**src/rtl/mem_swap_pkg.sv**
```systemverilog
// Shared types for the memory-swap engine: command opcodes, FSM states and
// RAM port source-select codes.
package mem_swap_pkg;

  typedef enum logic [1:0] {
    OP_NOP  = 2'd0,
    OP_FILL = 2'd1,
    OP_SWAP = 2'd2,
    OP_RSVD = 2'd3
  } op_t;

  typedef enum logic [2:0] {
    ST_IDLE,
    ST_FILL,
    ST_RD_A,
    ST_RD_B,
    ST_WR_A,
    ST_WR_B,
    ST_DONE
  } state_t;

  localparam logic [1:0] SEL_USER = 2'd0;
  localparam logic [1:0] SEL_FILL = 2'd1;
  localparam logic [1:0] SEL_SWAP = 2'd2;

  // The user port owns the RAM only while idle; otherwise the latched op picks the engine source.
  function automatic logic [1:0] port_sel(input state_t st, input op_t op);
    if (st == ST_IDLE)
      return SEL_USER;
    else if (op == OP_FILL)
      return SEL_FILL;
    else
      return SEL_SWAP;
  endfunction

endpackage

```
**src/rtl/mem_port_mux.sv**
```systemverilog
// Combinational selector of the RAM port source: user pass-through, fill
// sequencer or swap sequencer.
module mem_port_mux
  import mem_swap_pkg::*;
#(
  parameter int addr_w_N    = 7,
  parameter int data_w_Bits = 8
) (
  input  logic [1:0]             i_sel,
  input  logic                   i_usr_we,
  input  logic [addr_w_N-1:0]    i_usr_addr_w,
  input  logic [addr_w_N-1:0]    i_usr_addr_r,
  input  logic [data_w_Bits-1:0] i_usr_data_w,
  input  logic                   i_fill_we,
  input  logic [addr_w_N-1:0]    i_fill_addr,
  input  logic [data_w_Bits-1:0] i_fill_data_w,
  input  logic                   i_swap_we,
  input  logic [addr_w_N-1:0]    i_swap_addr_w,
  input  logic [addr_w_N-1:0]    i_swap_addr_r,
  input  logic [data_w_Bits-1:0] i_swap_data_w,
  output logic                   o_mem_we,
  output logic [addr_w_N-1:0]    o_mem_addr_w,
  output logic [addr_w_N-1:0]    o_mem_addr_r,
  output logic [data_w_Bits-1:0] o_mem_data_w
);

  always_comb begin
    o_mem_we     = i_usr_we;
    o_mem_addr_w = i_usr_addr_w;
    o_mem_addr_r = i_usr_addr_r;
    o_mem_data_w = i_usr_data_w;
    case (i_sel)
      SEL_FILL: begin
        o_mem_we     = i_fill_we;
        o_mem_addr_w = i_fill_addr;
        o_mem_addr_r = i_fill_addr;
        o_mem_data_w = i_fill_data_w;
      end
      SEL_SWAP: begin
        o_mem_we     = i_swap_we;
        o_mem_addr_w = i_swap_addr_w;
        o_mem_addr_r = i_swap_addr_r;
        o_mem_data_w = i_swap_data_w;
      end
      default: ;
    endcase
  end

endmodule

```
**src/rtl/mem_swap_ctrl.sv**
```systemverilog
// Memory-swap engine: passes user accesses through when idle, otherwise
// sequences a block SWAP between two ranges or a FILL of one range.
module mem_swap_ctrl
  import mem_swap_pkg::*;
#(
  parameter int addr_w_N    = 7,
  parameter int data_w_Bits = 8
) (
  input  logic                   clk,
  input  logic                   rst,
  input  logic                   usr_we,
  input  logic [addr_w_N-1:0]    usr_addr_w,
  input  logic [addr_w_N-1:0]    usr_addr_r,
  input  logic [data_w_Bits-1:0] usr_data_w,
  output logic                   usr_ready,
  input  logic                   cmd_valid,
  output logic                   cmd_ready,
  input  logic [1:0]             cmd_op,
  input  logic [addr_w_N-1:0]    cmd_addr_a,
  input  logic [addr_w_N-1:0]    cmd_addr_b,
  input  logic [addr_w_N:0]      cmd_len,
  input  logic [data_w_Bits-1:0] cmd_fill,
  output logic                   mem_we,
  output logic [addr_w_N-1:0]    mem_addr_w,
  output logic [addr_w_N-1:0]    mem_addr_r,
  output logic [data_w_Bits-1:0] mem_data_w,
  input  logic [data_w_Bits-1:0] mem_data_r,
  output logic                   busy,
  output logic                   done,
  output logic                   err
);

  localparam logic [addr_w_N:0] DEPTH   = {1'b1, {addr_w_N{1'b0}}};
  localparam logic [addr_w_N:0] IDX_ONE = 1;

  state_t                 r_state;
  op_t                    r_op;
  logic [addr_w_N-1:0]    r_addr_a;
  logic [addr_w_N-1:0]    r_addr_b;
  logic [addr_w_N:0]      r_len;
  logic [addr_w_N:0]      r_idx;
  logic [data_w_Bits-1:0] r_fill;
  logic [data_w_Bits-1:0] r_tmp_a;
  logic                   r_done;
  logic                   r_err;

  op_t                    w_cmd_op;
  logic                   w_idle;
  logic [addr_w_N-1:0]    w_dist;
  logic                   w_len_nz;
  logic                   w_overlap;
  logic                   w_reject;
  logic                   w_last;
  logic [addr_w_N-1:0]    w_addr_ai;
  logic [addr_w_N-1:0]    w_addr_bi;
  logic [1:0]             w_sel;

  assign w_cmd_op  = op_t'(cmd_op);
  assign w_idle    = (r_state == ST_IDLE);
  assign w_len_nz  = (cmd_len != '0);
  // Forward distance B-A on the address ring; the ranges are disjoint only if B
  // starts at or past A's end and A starts at or past B's end going round.
  assign w_dist    = cmd_addr_b - cmd_addr_a;
  assign w_overlap = ({1'b0, w_dist} < cmd_len) || ({1'b0, w_dist} > (DEPTH - cmd_len));
  assign w_reject  = (w_cmd_op == OP_SWAP) && w_len_nz && w_overlap;
  assign w_last    = (r_idx == (r_len - IDX_ONE));
  assign w_addr_ai = r_addr_a + r_idx[addr_w_N-1:0];
  assign w_addr_bi = r_addr_b + r_idx[addr_w_N-1:0];
  assign w_sel     = port_sel(r_state, r_op);

  assign usr_ready = w_idle;
  assign cmd_ready = w_idle;
  assign busy      = !w_idle;
  assign done      = r_done;
  assign err       = r_err;

  always_ff @(posedge clk or posedge rst) begin
    if (rst) begin
      r_state  <= ST_IDLE;
      r_op     <= OP_NOP;
      r_addr_a <= '0;
      r_addr_b <= '0;
      r_len    <= '0;
      r_idx    <= '0;
      r_fill   <= '0;
      r_tmp_a  <= '0;
      r_done   <= 1'b0;
      r_err    <= 1'b0;
    end else begin
      r_done <= 1'b0;
      r_err  <= 1'b0;
      case (r_state)
        ST_IDLE: begin
          if (cmd_valid) begin
            r_op     <= w_cmd_op;
            r_addr_a <= cmd_addr_a;
            r_addr_b <= cmd_addr_b;
            r_len    <= cmd_len;
            r_fill   <= cmd_fill;
            r_idx    <= '0;
            if (w_cmd_op == OP_FILL && w_len_nz) begin
              r_state <= ST_FILL;
            end else if (w_cmd_op == OP_SWAP && w_len_nz && !w_overlap) begin
              r_state <= ST_RD_A;
            end else begin
              r_state <= ST_DONE;
              r_done  <= 1'b1;
              r_err   <= w_reject;
            end
          end
        end
        ST_FILL: begin
          if (w_last) begin
            r_state <= ST_DONE;
            r_done  <= 1'b1;
          end else begin
            r_idx <= r_idx + IDX_ONE;
          end
        end
        ST_RD_A: r_state <= ST_RD_B;
        ST_RD_B: begin
          r_tmp_a <= mem_data_r;
          r_state <= ST_WR_A;
        end
        ST_WR_A: r_state <= ST_WR_B;
        ST_WR_B: begin
          if (w_last) begin
            r_state <= ST_DONE;
            r_done  <= 1'b1;
          end else begin
            r_idx   <= r_idx + IDX_ONE;
            r_state <= ST_RD_A;
          end
        end
        ST_DONE: r_state <= ST_IDLE;
        default: r_state <= ST_IDLE;
      endcase
    end
  end

  // In WR_A the read port still returns B's word requested during RD_B.
  mem_port_mux #(
    .addr_w_N    (addr_w_N),
    .data_w_Bits (data_w_Bits)
  ) u_port_mux (
    .i_sel         (w_sel),
    .i_usr_we      (usr_we),
    .i_usr_addr_w  (usr_addr_w),
    .i_usr_addr_r  (usr_addr_r),
    .i_usr_data_w  (usr_data_w),
    .i_fill_we     (r_state == ST_FILL),
    .i_fill_addr   (w_addr_ai),
    .i_fill_data_w (r_fill),
    .i_swap_we     ((r_state == ST_WR_A) || (r_state == ST_WR_B)),
    .i_swap_addr_w ((r_state == ST_WR_A) ? w_addr_ai : w_addr_bi),
    .i_swap_addr_r ((r_state == ST_RD_A) ? w_addr_ai : w_addr_bi),
    .i_swap_data_w ((r_state == ST_WR_A) ? mem_data_r : r_tmp_a),
    .o_mem_we      (mem_we),
    .o_mem_addr_w  (mem_addr_w),
    .o_mem_addr_r  (mem_addr_r),
    .o_mem_data_w  (mem_data_w)
  );

endmodule
```
**config.mk**
```make
export PLATFORM = sky130hd
export DESIGN_NAME = mem_swap_ctrl
export DESIGN_NICKNAME = d
export VERILOG_FILES = /design/src/rtl/mem_swap_pkg.sv /design/src/rtl/mem_port_mux.sv /design/src/rtl/mem_swap_ctrl.sv
export SDC_FILE = /design/constraint.sdc
export NUM_CORES = 1
export LEC_CHECK = 0
export ABC_AREA = 1
export CORE_UTILIZATION = 58
export CTS_BUF_LIST = sky130_fd_sc_hd__clkbuf_4
export DETAILED_ROUTE_END_ITERATION = 8
export MAX_ROUTING_LAYER = met4
export PLACE_DENSITY = 0.95
export SYNTH_ARGS = -nofsm -noshare
export SYNTH_HDL_FRONTEND = slang
export SYNTH_HIERARCHICAL = 1
export SYNTH_SLANG_ARGS = --single-unit
```
**constraint.sdc**
```tcl
create_clock -name clk -period 4.6 [get_ports clk]
set_input_delay 0.92 -clock clk [delete_from_list [all_inputs] [get_ports clk]]
set_output_delay 0.92 -clock clk [all_outputs]
set_load 0.01 [all_outputs]
```
==> flow_summary.toml, run 1 <==
[yosys]
ys_ff_latch = 53
synthArstFlopShare_pct = 100
yosys_warnings = 6
yosys.cell_types.count = 28
synth.largest_area_cell = "dfrtp_1"
syn_inst = 681
synth-seq-area-share_pct = 29.4
syn_nets = 786
synth_top_area_share_pct = 29.4
yosysMostFrequentCell = "nand2_1"
syn_avg_cell_area_um2 = 6.62
synthTopCellsByCount = "293 x nand2_1, 72 x inv_1, 53 x dfrtp_1, 53 x o21ai_0, 36 x ha_1"
synth_ff_type = "dfrtp_1"
synth_enable_flop_cells = 0
synthTopCellsByArea = "dfrtp_1 29%, nand2_1 24%, ha_1 10%, inv_1 6.0%, o21ai_0 5.9%"
syn-cell-area_um2 = 4510

[global_route]
track_usage_pct = 32.0
grt_max_degree = 54
grt_first_pass_wirelength_um = 20800
antenna_found_initial = 0
grt-ovfl-total = 0
grt_pass1_vias = 4769

[drt]
dr.pass1.iters = 6
wl_um = 12100
avgRoutedWirePerCell_um = 14.1
drc = 0
vias = 4743
antenna_left = 0
avgViaCountPerCell = 5.50
drt_iter0_drc = 340

[worst_setup_path]
crit_required_ns = 3.68
crit_fanout = 6
cpMaxStageDelayCell = "clkdlybuf4s50_1"
startpoint_type = "flop"
worstPathCellList = "ha_1 -> inv_1 -> fa_1 -> o21ai_1 -> a21oi_1 -> nor2_1 -> nor2_1 -> xor2_1 -> nand2_1 -> o21ai_0 -> nand2_1 -> nand2_1 -> nand2_1 -> nand2_1 -> clkdlybuf4s50_1"
cpPeakStageDelay_ns = 0.53
endpoint_kind = "output port"
crit_type = "reg -> out"
cp_common_cell = "nand2_1"
crit_arrival_ns = 3.35

[cts]
h-tree-depth = 2
clk_latency_ns = 0.39
numCtsBuffers = 5
cts_tree = "yes"
clock-sinks = 53
clkTransAtPathRegs_ns = 0.17
cts_root_buf = "clkbuf_4"
post_cts_buffers = 0
cts_buffer_depth = 2

[finish]
syn_to_final_growth_pct = 22.0
n_antenna_cell = 0
drive_gt1_share_pct = 4.59
fillerInstances = 508
nNetsFinal = 867

[sta]
finalSetupTns_ns = 0
hold_viol_final = 0
post-route-min-period_ns = 4.27
skew_ns = 0.0119
rsz0062_at_grt = "false"
clock.fmax_mhz = 234
slew_violations = 0
tightest_slew_ns = 1.10
relSlewSlack_pct = 26.3
setup_viol = 0
fin_crit_sh_pct = 92.9

[power]
vdd_ir_drop_max_mv = 0.420
p_int_mw = 1.77
power.share.sequential_pct = 22.6
power.density_nw_per_um2 = 653
swShare_pct = 50.6
p_switching_mw = 1.82
p_clk_share_pct = 6.1
p_leak_nw = 2.88
power_mw = 3.59
comb_power_share_pct = 71.3

[die]
core.rowCount = 31
core_area_um2 = 7370
dieArea_um2 = 8130
dieWidth_um = 90.2
fp.dieH_um = 90.2
start_util_pct = 61.2
io_pins = 94

[min_path]
hold_path.class = "reg -> reg"

[placed_design]
port_buffers = 93
gp_congestion = 0.990
place_hpwl_um = 9600

[job]
cap_violations = 0

[status]
outcome = "finished clean"
==> final cells by class <==
type                       count  area [um2]  share of cell area (%)
multi-input combinational    527        2740                    49.8
sequential                    53        1330                    24.1
timing repair buffer          96         953                    17.3
inverter                      79         297                    5.39
tap                           99         124                    2.25
clock buffer                   5        37.5                   0.683
clock inverter                 3        21.3                   0.387
==> cells in the final DEF (no fill, tap or decap), drive strengths merged, types with 5 or more instances in the layout <==
master,instances
nand3,21
nor2,34
clkdlybuf4s50,93
nand2,298
clkbuf,5
xnor2,10
xor2,24
a21oi,26
inv,79
dfrtp,53
o21ai,60
nor3,8
ha,36
==> through the flow <==
step	hold WS (ns)	instance area (um2)	setup WS [ns]	instances	util, %
floorplan	0.442	4510	1.46	681	-
global placement	0.457	5440	0.841	854	73.8
detailed placement	0.463	5440	0.647	854	73.8
CTS	0.505	5500	0.286	862	74.6
global route	0.532	5500	0.0524	862	74.6
finish	0.500	5500	0.327	862	74.6
==> path summary, 6_finish.rpt <==
kind	from	endpoint	slack, ns	cells past startpoint
worst max register to register	r_len[0]	r_idx[0]	2.23	13
worst max-delay path	r_idx[0]	mem_addr_r[6]	0.33	15
worst min-delay path	r_fill[3]	r_fill[3]	0.50	2
max in group asynchronous	rst	r_len[0]	2.82	2
min in group asynchronous	rst	r_fill[3]	1.11	2
worst min register to register	r_fill[3]	r_fill[3]	0.50	2
==> power groups by stage <==
stage / Sequential (mW) / Combinational [mW] / Clock [mW]
final: 0.812 / 2.56 / 0.219
after global routing: 0.832 / 2.85 / 0.238
after CTS: 0.809 / 2.54 / 0.218
after detailed placement: 0.818 / 2.52 / 0
after global placement: 0.806 / 2.40 / 0
after floorplan: 0.775 / 1.68 / 0
==> layer usage <==
layer  share of wire (%)  up-vias  global-route usage, %
met3                 5.1       35                   3.98
li1                    -     2279                      -
met2                  52      178                   56.6
met4                 3.1        0                   12.6
met5                   0        -                      -
met1                  40     2251                   36.8
==> registers in the layout (all words and copies together) (netlist names) <==
name      cells
r_fill        8
r_idx         8
r_len         8
r_tmp_a       8
r_addr_a      7
r_addr_b      7
r_state       3
r_op          2
done          1
err           1
==> kinds of logic after synthesis <==
family                     count (synthesis)  synth area share (%)
buffers and inverters                    101                  9.77
DFF                                       53                  29.4
xor gates and xnor gates                  34                  6.61
and+or+nand+nor                          367                  32.9
adders and majority gates                 39                  11.3
AOI/OAI and AO/OA                         87                  9.97
==> worst max-delay path, delay by kind of cell (launching register included) <==
family | cells | cell delay [ns]
adder cells (fa/ha/maj) | 2 | 0.61
AND/OR/NAND/NOR | 7 | 0.60
buffers and inverters | 2 | 0.59
flip-flops | 1 | 0.49
AO/OA/AOI/OAI | 3 | 0.45
XOR/XNOR | 1 | 0.21
==> timing repair <==
item	CTS	global route
hold buffers	0	0
gates resized for setup	0	1
endpoints found under the setup margin	0	2
Note: power is estimated with default switching activity, not from simulation.
==> run 2: changes to the inputs <==
--- a/config.mk
+++ b/config.mk
@@ -6,8 +6,9 @@
 export NUM_CORES = 1
 export LEC_CHECK = 0
 export ABC_AREA = 1
+export CORE_MARGIN = 3
 export CORE_UTILIZATION = 58
-export CTS_BUF_LIST = sky130_fd_sc_hd__clkbuf_4
+export CTS_BUF_LIST = sky130_fd_sc_hd__clkbuf_2
 export DETAILED_ROUTE_END_ITERATION = 8
 export MAX_ROUTING_LAYER = met4
 export PLACE_DENSITY = 0.95
==> run 2 against run 1 <==
Combinational power down 3%. Clock skew up 0.0089 ns. Non-clock buffer count unchanged. Clock power down 11%. Clock-buffer cell count unchanged. Power down 2.6%. Hold slack better by 0.014 ns. Global-route usage down 4.4 points.
==> flow_summary.toml, run 2 (synthesis gave the netlist of run 1 again) <==
[sta]
fin_crit_sh_pct = 93.5
tightest_slew_ns = 1.10
post-route-min-period_ns = 4.30
setup_viol = 0
slew_violations = 0
skew_ns = 0.0208
hold_viol_final = 0
setup_slack_ns = 0.301
relSlewSlack_pct = 26.9
finalSetupTns_ns = 0
rsz0062_at_grt = "false"
timing.hold.ws_ns = 0.514
clock.fmax_mhz = 233

[worst_setup_path]
path_delay_family = "buffers and inverters"
r2r_start = "r_len[0]"
worstPathCellList = "inv_1 -> fa_1 -> o21ai_0 -> a21oi_1 -> nor2_1 -> nor2_1 -> xor2_1 -> nand2_1 -> o21ai_0 -> nand2_1 -> nand2_1 -> nand2_1 -> nand2_1 -> clkdlybuf4s50_1"
startpoint_type = "flop"
reg2reg_depth = 16
crit_arrival_ns = 3.38
cpMaxStageDelayCell = "dfrtp_1"
endpoint_kind = "output port"
crit_required_ns = 3.68
cpPeakStageDelay_ns = 0.54
crit_type = "reg -> out"
cp_common_cell = "nand2_1"
r2r_end = "r_idx[6]"
crit_fanout = 6
cp_num_buf_inv = 2
ff2ff_setup_slack_ns = 2.37

[global_route]
track_usage_pct = 27.6
grt_pass1_vias = 4349
grt_first_pass_wirelength_um = 19300
antenna_found_initial = 0
grt_max_degree = 54
grt-ovfl-total = 0

[placed_design]
port_buffers = 93
gp_congestion = 0.908
place_hpwl_um = 9160
post-place-ws_ns = 0.643
place_inst = 854

[finish]
mostFrequentLayoutCells = "293 x nand2_1, 93 x clkdlybuf4s50_1, 71 x inv_1"
seqCellArea_um2 = 1330
nNetsFinal = 867
multiInputGateArea_um2 = 2740
final_cell_count_no_fill = 862
fillerInstances = 565
syn_to_final_growth_pct = 21.8
drive_gt1_share_pct = 4.59
final_common_cell = "nand2_1"
n_antenna_cell = 0

[status]
outcome = "finished clean"

[min_path]
hold_depth = 2
min_from = "r_fill[1]"
hold_path.class = "reg -> reg"
holdPathEnd = "r_fill[1]"

[die]
dieArea_um2 = 8860
core_area_um2 = 7410
fp.dieH_um = 94.2
start_util_pct = 60.8
core.rowCount = 31
dieWidth_um = 94.2
io_pins = 94

[power]
p_int_mw = 1.75
comb_power_share_pct = 71.2
power.share.sequential_pct = 23.2
vdd_ir_drop_max_mv = 0.539
swShare_pct = 50.1
power.density_nw_per_um2 = 638
p_switching_mw = 1.75
p_leak_nw = 2.88
p_clk_share_pct = 5.6

[cts]
clk_latency_ns = 0.46
ctsHoldBuffers = 0
clock-sinks = 53
clkTransAtPathRegs_ns = 0.28
cts_tree = "yes"
cts_buffer_depth = 2
h-tree-depth = 2
cts_root_buf = "clkbuf_2"
numCtsBuffers = 5

[drt]
wl_um = 11500
avgViaCountPerCell = 5.30
drt_iter0_drc = 288
antenna_left = 0
dr.pass1.iters = 5
drc = 0
avgRoutedWirePerCell_um = 13.4
vias = 4568

[job]
cap_violations = 0
[run 2: cell count changes in the layout (fill, tap and decap cells not counted), sizes merged]
cell / previous run / this run
clkinvlp: 1 / 0
clkinv: 2 / 3
[run 2: final cells by class]
class                      instances  share of cell area [%]
multi-input combinational        527                    49.9
sequential                        53                    24.2
timing repair buffer              96                    17.4
inverter                          79                    5.40
tap                               99                    2.26
clock buffer                       5                   0.456
clock inverter                     3                   0.388
[run 2: layer usage]
metal  global-route usage (%)  share of wire (%)  up-vias  routed length, um
li1                         -                  -     2284                  -
met1                     33.3                 41     2085               4680
met2                     48.6                 51      167               5860
met3                     3.77                6.3       32                725
met4                     7.10                2.4        0                278
met5                        -                  0        -                  0
[run 2: worst max-delay path by stage]
stage / from / to / slack, ns / cells after the start
after floorplan: cmd_addr_b[0] / r_state[2] / 1.46 / 17
after global placement: cmd_addr_a[0] / r_state[2] / 0.84 / 17
after detailed placement: cmd_addr_a[0] / r_state[2] / 0.64 / 17
after CTS: r_idx[0] / mem_addr_r[6] / 0.28 / 15
after global routing: r_idx[0] / mem_addr_r[6] / 0.03 / 15
final: r_idx[1] / mem_addr_r[6] / 0.30 / 14
[run 2: worst reg2reg max path, stage by stage (launching register included)]
cell and delay (ns):
dfrtp_1 0.46, inv_1 0.15, ha_1 0.21, inv_1 0.05
nand2_1 0.08, nand2_1 0.07, nand2_1 0.07, nand2_1 0.07
nor2_2 0.09, nand3_1 0.08, nor2_1 0.15, nand2_1 0.09
nand2_1 0.07, nand2_2 0.17, inv_1 0.24, nand2_1 0.08
nand2_1 0.08
[run 2: timing repair]
item                                    4_1_cts  5_1_grt
resized for setup                             0        1
setup buffers                                 0        0
endpoints found under the setup margin        0        1
[run 2: per-stage QoR]
stage	power [mW]	cell area, um2	util [%]
CTS	3.49	5490	74.1
detailed placement	3.29	5440	73.4
finish	3.50	5490	74.1
global route	3.86	5490	74.1
global placement	3.20	5440	73.4
floorplan	2.45	4510	-
[run 2: power by group through the flow]
stage / combinational (mW) / clock (mW) / sequential, mW
detailed placement: 2.47 / 0 / 0.819
floorplan: 1.68 / 0 / 0.775
global placement: 2.40 / 0 / 0.805
global route: 2.81 / 0.214 / 0.833
CTS: 2.49 / 0.196 / 0.808
finish: 2.49 / 0.196 / 0.812
